--- config.mk ---
export PLATFORM = sky130hd
export DESIGN_NAME = multdiv_controller
export DESIGN_NICKNAME = d
export VERILOG_FILES = /design/src/rtl/multdiv_controller_pkg.sv /design/src/rtl/multdiv_controller_md_cycle_counter.sv /design/src/rtl/multdiv_controller.sv
export SDC_FILE = /design/constraint.sdc
export NUM_CORES = 1
export LEC_CHECK = 0
export CAP_MARGIN = 0
export CORE_ASPECT_RATIO = 1.25
export CORE_UTILIZATION = 40
export CTS_BUF_LIST = sky130_fd_sc_hd__clkbuf_4 sky130_fd_sc_hd__clkbuf_8 sky130_fd_sc_hd__clkbuf_16
export DETAILED_ROUTE_END_ITERATION = 7
export PLACE_DENSITY = 0.79
export SLEW_MARGIN = 0
export SYNTH_ARGS = -nofsm -noshare
export SYNTH_HDL_FRONTEND = slang
export SYNTH_SLANG_ARGS = --single-unit
--- constraint.sdc ---
create_clock -name clock -period 1.8 [get_ports clock]
set_input_delay 0.36 -clock clock [delete_from_list [all_inputs] [get_ports clock]]
set_output_delay 0.36 -clock clock [all_outputs]
set_load 0.05 [all_outputs]
--- src/rtl/multdiv_controller_pkg.sv ---
// Shared constants for the multdiv sequencing controller: FSM encoding,
// instruction decode fields, exception writeback values and the watchdog limit.
package multdiv_controller_pkg;

    typedef logic [1:0] md_state_t;

    localparam md_state_t ST_IDLE = 2'd0;
    localparam md_state_t ST_RUN  = 2'd1;
    localparam md_state_t ST_DONE = 2'd2;

    localparam logic [4:0] OPCODE_RTYPE = 5'b00000;
    localparam logic [4:0] ALU_OP_MULT  = 5'b00110;
    localparam logic [4:0] ALU_OP_DIV   = 5'b00111;

    localparam logic [4:0]  REG_RSTATUS = 5'd30;
    localparam logic [31:0] EXC_MULT    = 32'd4;
    localparam logic [31:0] EXC_DIV     = 32'd5;

    localparam int          CNT_W         = 6;
    localparam logic [5:0]  TIMEOUT_LIMIT = 6'd63;

endpackage

--- src/rtl/multdiv_controller_md_cycle_counter.sv ---
// Cycle counter for an in-flight multdiv operation; clear wins over enable.
module md_cycle_counter
    import multdiv_controller_pkg::*;
(
    input  logic             clock,
    input  logic             reset,
    input  logic             clear,
    input  logic             enable,
    output logic [CNT_W-1:0] count
);

    always_ff @(posedge clock) begin
        if (reset || clear) begin
            count <= '0;
        end else if (enable) begin
            count <= count + CNT_W'(1);
        end
    end

endmodule

--- src/rtl/multdiv_controller.sv ---
// Sequences one mult/div operation at a time: accepts from DX, starts the unit,
// watches for completion, flush or watchdog expiry, and issues the writeback.
//
// state | meaning
// IDLE  | no operation in flight; accepts a mult/div from DX
// RUN   | unit busy; pipeline stalled, cycle counter running
// DONE  | single-cycle completion strobe and writeback request
module multdiv_controller
    import multdiv_controller_pkg::*;
(
    input  logic        clock,
    input  logic        reset,
    input  logic [31:0] dx_ir,
    input  logic        dx_valid,
    input  logic        flush,
    input  logic [31:0] operand_a,
    input  logic [31:0] operand_b,
    input  logic [31:0] md_result,
    input  logic        md_exception,
    input  logic        md_ready,
    output logic        ctrl_mult,
    output logic        ctrl_div,
    output logic [31:0] md_operand_a,
    output logic [31:0] md_operand_b,
    output logic        multdiv_is_running,
    output logic        multdiv_result_ready,
    output logic        wb_en,
    output logic [4:0]  wb_rd,
    output logic [31:0] wb_data,
    output logic        timeout
);

    md_state_t        state;
    logic [CNT_W-1:0] count;
    logic             is_mult;
    logic             is_div;
    logic             accept;
    logic             op_div_q;
    logic [4:0]       rd_q;
    logic             exc_q;
    logic             unused_ir;

    assign unused_ir = ^{dx_ir[21:7], dx_ir[1:0]};

    assign is_mult = (dx_ir[31:27] == OPCODE_RTYPE) && (dx_ir[6:2] == ALU_OP_MULT);
    assign is_div  = (dx_ir[31:27] == OPCODE_RTYPE) && (dx_ir[6:2] == ALU_OP_DIV);
    assign accept  = (state == ST_IDLE) && dx_valid && (is_mult || is_div) && !flush;

    md_cycle_counter u_cycle_counter (
        .clock  (clock),
        .reset  (reset),
        .clear  (state != ST_RUN),
        .enable (state == ST_RUN),
        .count  (count)
    );

    always_ff @(posedge clock) begin
        if (reset) begin
            state        <= ST_IDLE;
            ctrl_mult    <= 1'b0;
            ctrl_div     <= 1'b0;
            timeout      <= 1'b0;
            op_div_q     <= 1'b0;
            rd_q         <= '0;
            exc_q        <= 1'b0;
            wb_rd        <= '0;
            wb_data      <= '0;
            md_operand_a <= '0;
            md_operand_b <= '0;
        end else begin
            // start pulses are registered so they land in the first RUN cycle only
            ctrl_mult <= accept && is_mult;
            ctrl_div  <= accept && is_div;
            timeout   <= 1'b0;
            case (state)
                ST_IDLE: begin
                    if (accept) begin
                        md_operand_a <= operand_a;
                        md_operand_b <= operand_b;
                        rd_q         <= dx_ir[26:22];
                        op_div_q     <= is_div;
                        state        <= ST_RUN;
                    end
                end
                ST_RUN: begin
                    if (flush) begin
                        state <= ST_IDLE;
                    end else if (md_ready) begin
                        state <= ST_DONE;
                        exc_q <= md_exception;
                        if (md_exception) begin
                            wb_rd   <= REG_RSTATUS;
                            wb_data <= op_div_q ? EXC_DIV : EXC_MULT;
                        end else begin
                            wb_rd   <= rd_q;
                            wb_data <= md_result;
                        end
                    end else if (count == TIMEOUT_LIMIT) begin
                        timeout <= 1'b1;
                        state   <= ST_IDLE;
                    end
                end
                ST_DONE: begin
                    state <= ST_IDLE;
                end
                default: begin
                    state <= ST_IDLE;
                end
            endcase
        end
    end

    assign multdiv_is_running   = (state == ST_RUN);
    assign multdiv_result_ready = (state == ST_DONE);
    // a clean result targeting r0 is dropped; exceptions always write rstatus
    assign wb_en = (state == ST_DONE) && ((wb_rd != 5'd0) || exc_q);

endmodule

* Word-level counts from Yosys, hierarchy flattened *
Index checks and enable logic that the tools add are counted.

storage, ports and cells
  flip-flop bits (word level) = 119
  input port bits = 134
  word-level logic and storage cells = 51

operators by class
  add/sub/neg operators = 1
  equal/unequal tests = 8
  multiplexer cells = 9
  bitwise operators = 2
  reduce and logical (&&, ||, !) cells = 19

operators with widths
  kind                                            count
  2-to-1 mux 32 bit                               1
  == test 5 x 3 -> 1 bit (second input constant)  2
  logical AND 1 bit                               8
  2-to-1 mux 2 bit                                4
  adder 6 x 1 -> 6 bit (second input constant)    1
  == test 6 bit (second input constant)           1
  zero test 5 bit                                 1
  2-to-1 mux 5 bit                                1
  nonzero test 5 bit                              1
  != test 4 x 3 -> 1 bit (second input constant)  1
  case mux 2 bit (2 select lines)                 1
  AND reduction 2 bit                             2
  OR reduction 4 bit                              1
  logical OR 1 bit                                3
  AND reduction 3 bit                             1
  == test 2 x 1 -> 1 bit (second input constant)  1
  == test 2 bit (second input constant)           1
  zero test 2 bit                                 1
  2-to-1 mux 1 bit                                2
  != test 2 x 1 -> 1 bit (second input constant)  1
  != test 2 bit (second input constant)           1
  inverter 1 bit                                  2
  zero test 1 bit                                 1

* Logic depth before layout (Yosys ltp) *
  depth in word-level cells = 7
  depth in mapped cells = 6
  depth with buffers taken out = 4

* Modules after synthesis *
Synthesis repeated with hierarchy kept, for this count alone.

unflattened totals
  cells, all modules = 527
  area total of the unflattened synthesis = 5142.4 µm²

modules (own cells, without submodules)
  module              instances  cells an instance  area each (µm²)  sequential area each (µm²)
  multdiv_controller  1          501                4893.4           2262.2
  md_cycle_counter    1          26                 249.0            120.1

* Worst setup path before layout *
Ideal clock, no wire load.

  path type = register -> output
  from = register state[1]
  to = output port wb_en
  arrival = 1702 ps
  data required time = 1440 ps
  path slack = -262 ps
  stages on the path, launching flop included = 3
  path buffers = 0
  path through = dfxtp_1 nor2b_1 o31a_1

on the way
  word-level cells in the longest chain between the ends = 2

ends and longest elaborated chain
  what                      RTL line                   RTL
  start, declared           multdiv_controller.sv:33   md_state_t state;
  start signal, assigned    multdiv_controller.sv:59   state <= ST_IDLE;
  start signal, assigned    multdiv_controller.sv:82   state <= ST_RUN;
  start signal, assigned    multdiv_controller.sv:87   state <= ST_IDLE;
  == test 2 bit             n/a
  net multdiv_result_ready  multdiv_controller.sv:26   output logic multdiv_result_ready,
  logical AND 1 bit         multdiv_controller.sv:116  assign wb_en = (state == ST_DONE) && ((wb_rd != 5'd0) || exc_q);
  end, declared             multdiv_controller.sv:27   output logic wb_en,

The timed path passes the listed nets, and every way through them passes these cells.

* Worst setup path in the final report *
  from = register wb_rd[4]
  to = output port wb_en

on the way
  word-level cells in the longest chain between the ends = 3

ends and longest elaborated chain
  what                    RTL line                   RTL
  start, declared         multdiv_controller.sv:28   output logic [4:0] wb_rd,
  start signal, assigned  multdiv_controller.sv:95   wb_rd <= rd_q;
  nonzero test 5 bit      multdiv_controller.sv:116
  logical OR 1 bit        multdiv_controller.sv:116
  logical AND 1 bit       multdiv_controller.sv:116

Every way passes these cells.

==> impl_metrics.tcl <==
set metrics [dict create \
    hold-worst-slack_ns 0.450 \
    ios 241 \
    dieArea_mm2 0.0123 \
    grt-ovfl-total 0 \
    synth-seq-cells 119 \
    place_hpwl_um 9010 \
    max-cap-violations 0 \
    p_per_area_mw_per_mm2 837 \
    synth_cells 520 \
    diodes 0 \
    finalInstanceArea_mm2 0.00745 \
    io_buffers 223 \
    clock-sinks 119 \
    path_delay_family "simple AND/OR/NAND/NOR gates" \
    min_period_ns 2.01 \
    yosys_warnings 0 \
    track_usage_pct 20.2 \
    die_w_um 99.6 \
    min-delay-path-class "reg -> reg" \
    core_area_mm2 0.0116 \
    violations "negative setup slack" \
    wl_um 12500 \
    area_delta_synth_final_pct 56.4 \
    postCtsSetupBuffers 0 \
    gp_congestion 0.747 \
    synthesis.nets 655 \
    worst_slew_pin_slew_ns 0.371 \
    rsz0062_at_grt "yes" \
    crit_path_top_delay_cell "or4_4" \
    ys_seq_area_share_pct 50.1 \
    netlist_top_cells_area "dfxtp_1 50%, mux2i_1 15%, nand2_1 14%" \
    setup_viol_count_final 1 \
    ys_types 33 \
    fin_ws_ns -0.214 \
    drc 0 \
    syn_avg_cell_area_um2 9.15 \
    crit_chain "or4_4 -> o31a_1 -> buf_6" \
    end_kind "output pin" \
    detail-route-antenna-nets 0 \
    drt-pass1-iter-count 4 \
    clock_latency_ns 0.41 \
    synth-edff-count 0 \
    nets 873 \
    hold_viol 0 \
    clk_pin_slew_ns 0.06 \
    cp_data_required_time_ns 1.44 \
    fin_skew_ns 0.00830 \
    drtIter0Drc 112 \
    synthTopCellsByCount "174 x nand2_1, 119 x dfxtp_1, 71 x mux2i_1" \
    wl_per_cell_um 13.7 \
    placed_cell_area_mm2 0.00687 \
    outcome "finished with violations" \
    synth_area_leader_cell "dfxtp_1" \
    finalCritPeriodShare_pct 112 \
    cts_tree "done" \
    r2r_slack_ns 0.14 \
    ctsHoldBuffers 0 \
    initial_core_util_pct 41.0 \
    critical_path_class "reg -> out" \
    crit_fanout 3 \
    rows 44 \
    crit_buf_inv 1 \
    die_height_um 124 \
    vdd_drop_max_v 0.000528 \
    synth_ff_type "dfxtp_1" \
    cts_root_buf "clkbuf_16" \
    p_leak_nw 2.89 \
    h-tree-depth 4 \
    clk_path_buf_depth 2 \
    fmax_ghz 0.497 \
    grt_max_degree 41 \
    grt_pass1_vias 4232 \
    synth_most_common_cell "nand2_1" \
    grt_pass1_wl_um 19500 \
    cts_made_buffers 17 \
    vias 4328 \
    vias_per_cell 4.75 \
    syn_area_mm2 0.00476 \
    cp-start-kind "register" \
    yosys.area.top_type_share_pct 50.1 \
    drv_slew 0 \
    cp.arrival_ns 1.65 \
    antenna_found_initial 1 \
    critical-path-max-stage-delay_ns 0.50 \
    drive_gt1_share_pct 21.6 \
    async_reset_ff_share_pct 0 \
    slew_headroom_pct 75.3 \
]
-- worst paths after layout --
kind | start | end | cells after the start
setup reg to reg | state[0] | md_operand_b[23] | 4
hold reg to reg | wb_data[14] | wb_data[14] | 2
setup / recovery | wb_rd[4] | wb_en | 3
hold / removal | wb_data[14] | wb_data[14] | 2
-- cell type report --
class,count,area (µm²)
inverter,1,6.26
fill,937,4170
timing repair buffer,240,2210
clock buffer,18,439
multi-input combinational,359,2080
sequential,119,2380
clock inverter,14,125
tap,161,201
-- sequential cells by signal, summed over array words and instances, names as in the netlist --
name / cells
md_operand_b: 32
wb_data: 32
ctrl_mult: 1
timeout: 1
md_operand_a: 32
ctrl_div: 1
op_div_q: 1
rd_q: 5
state: 2
exc_q: 1
u_cycle_counter.count: 6
wb_rd: 5
-- layer usage --
layer / track usage, % / up-vias / part of all wire (%)
met3: 7.52 / 23 / 7.1
li1: - / 2162 / -
met2: 35.2 / 170 / 51
met5: 0 / - / 0.10
met1: 21.9 / 1971 / 40
met4: 9.10 / 2 / 1.9
-- what timing repair did --
| action | CTS | global route |
|---|---|---|
| resized for setup | 2 | 1 |
| setup endpoints to repair | 1 | 1 |
| gates cloned | 0 | 0 |
-- where the power goes --
| part | switching [mW] | internal (mW) | leakage (nW) |
|---|---|---|---|
| Clock | 1.25 | 1.94 | 0.261 |
| Combinational | 0.138 | 0.274 | 1.67 |
| Sequential | 0.000352 | 2.64 | 0.958 |
-- cells by family (layout without fill, tap and decap cells) --
kind of cell | count (synthesis) | after routing | share of synthesized area (%)
simple gates | 247 | 247 | 23.7
flops | 119 | 119 | 50.1
fa+ha+maj | 1 | 1 | 0.263
mux | 71 | 71 | 14.9
compound gates | 37 | 37 | 4.10
buf+inv | 42 | 273 | 6.39
xor+xnor | 3 | 3 | 0.552
-- stage by stage --
stage | setup WS [ns] | cells | power [mW] | setup TNS [ns] | util [%]
finish | -0.214 | 912 | 6.24 | -0.214 | 64.1
CTS | -0.247 | 912 | 6.30 | -0.247 | 64.1
detailed placement | -0.305 | 880 | 3.10 | -19.74 | 59.2
global placement | -0.269 | 880 | 3.09 | -18.52 | 59.2
global route | -0.256 | 912 | 6.46 | -0.256 | 64.1
floorplan | 0.00359 | 520 | 2.81 | 0 | -
-- placed cells by master, fill, tap and decap left out, drive strengths merged, types with 2 or more instances in the layout --
cell / count
clkdlybuf4s50: 116
nor3b: 3
nor2: 11
dfxtp: 119
nor3: 11
nand3: 3
and3: 3
nand3b: 31
nand2: 174
clkinv: 4
xnor2: 2
a21oi: 33
mux2i: 71
buf: 124
clkbuf: 18
inv: 4
clkinvlp: 6
nor2b: 3
-- worst min-delay path: cells and delay by family, from the launching register on --
kind | cells | cell delay [ns]
compound gates | 1 | 0.05
flops | 1 | 0.31
simple gates | 1 | 0.05
Note: power is estimated with default switching activity, not from simulation.
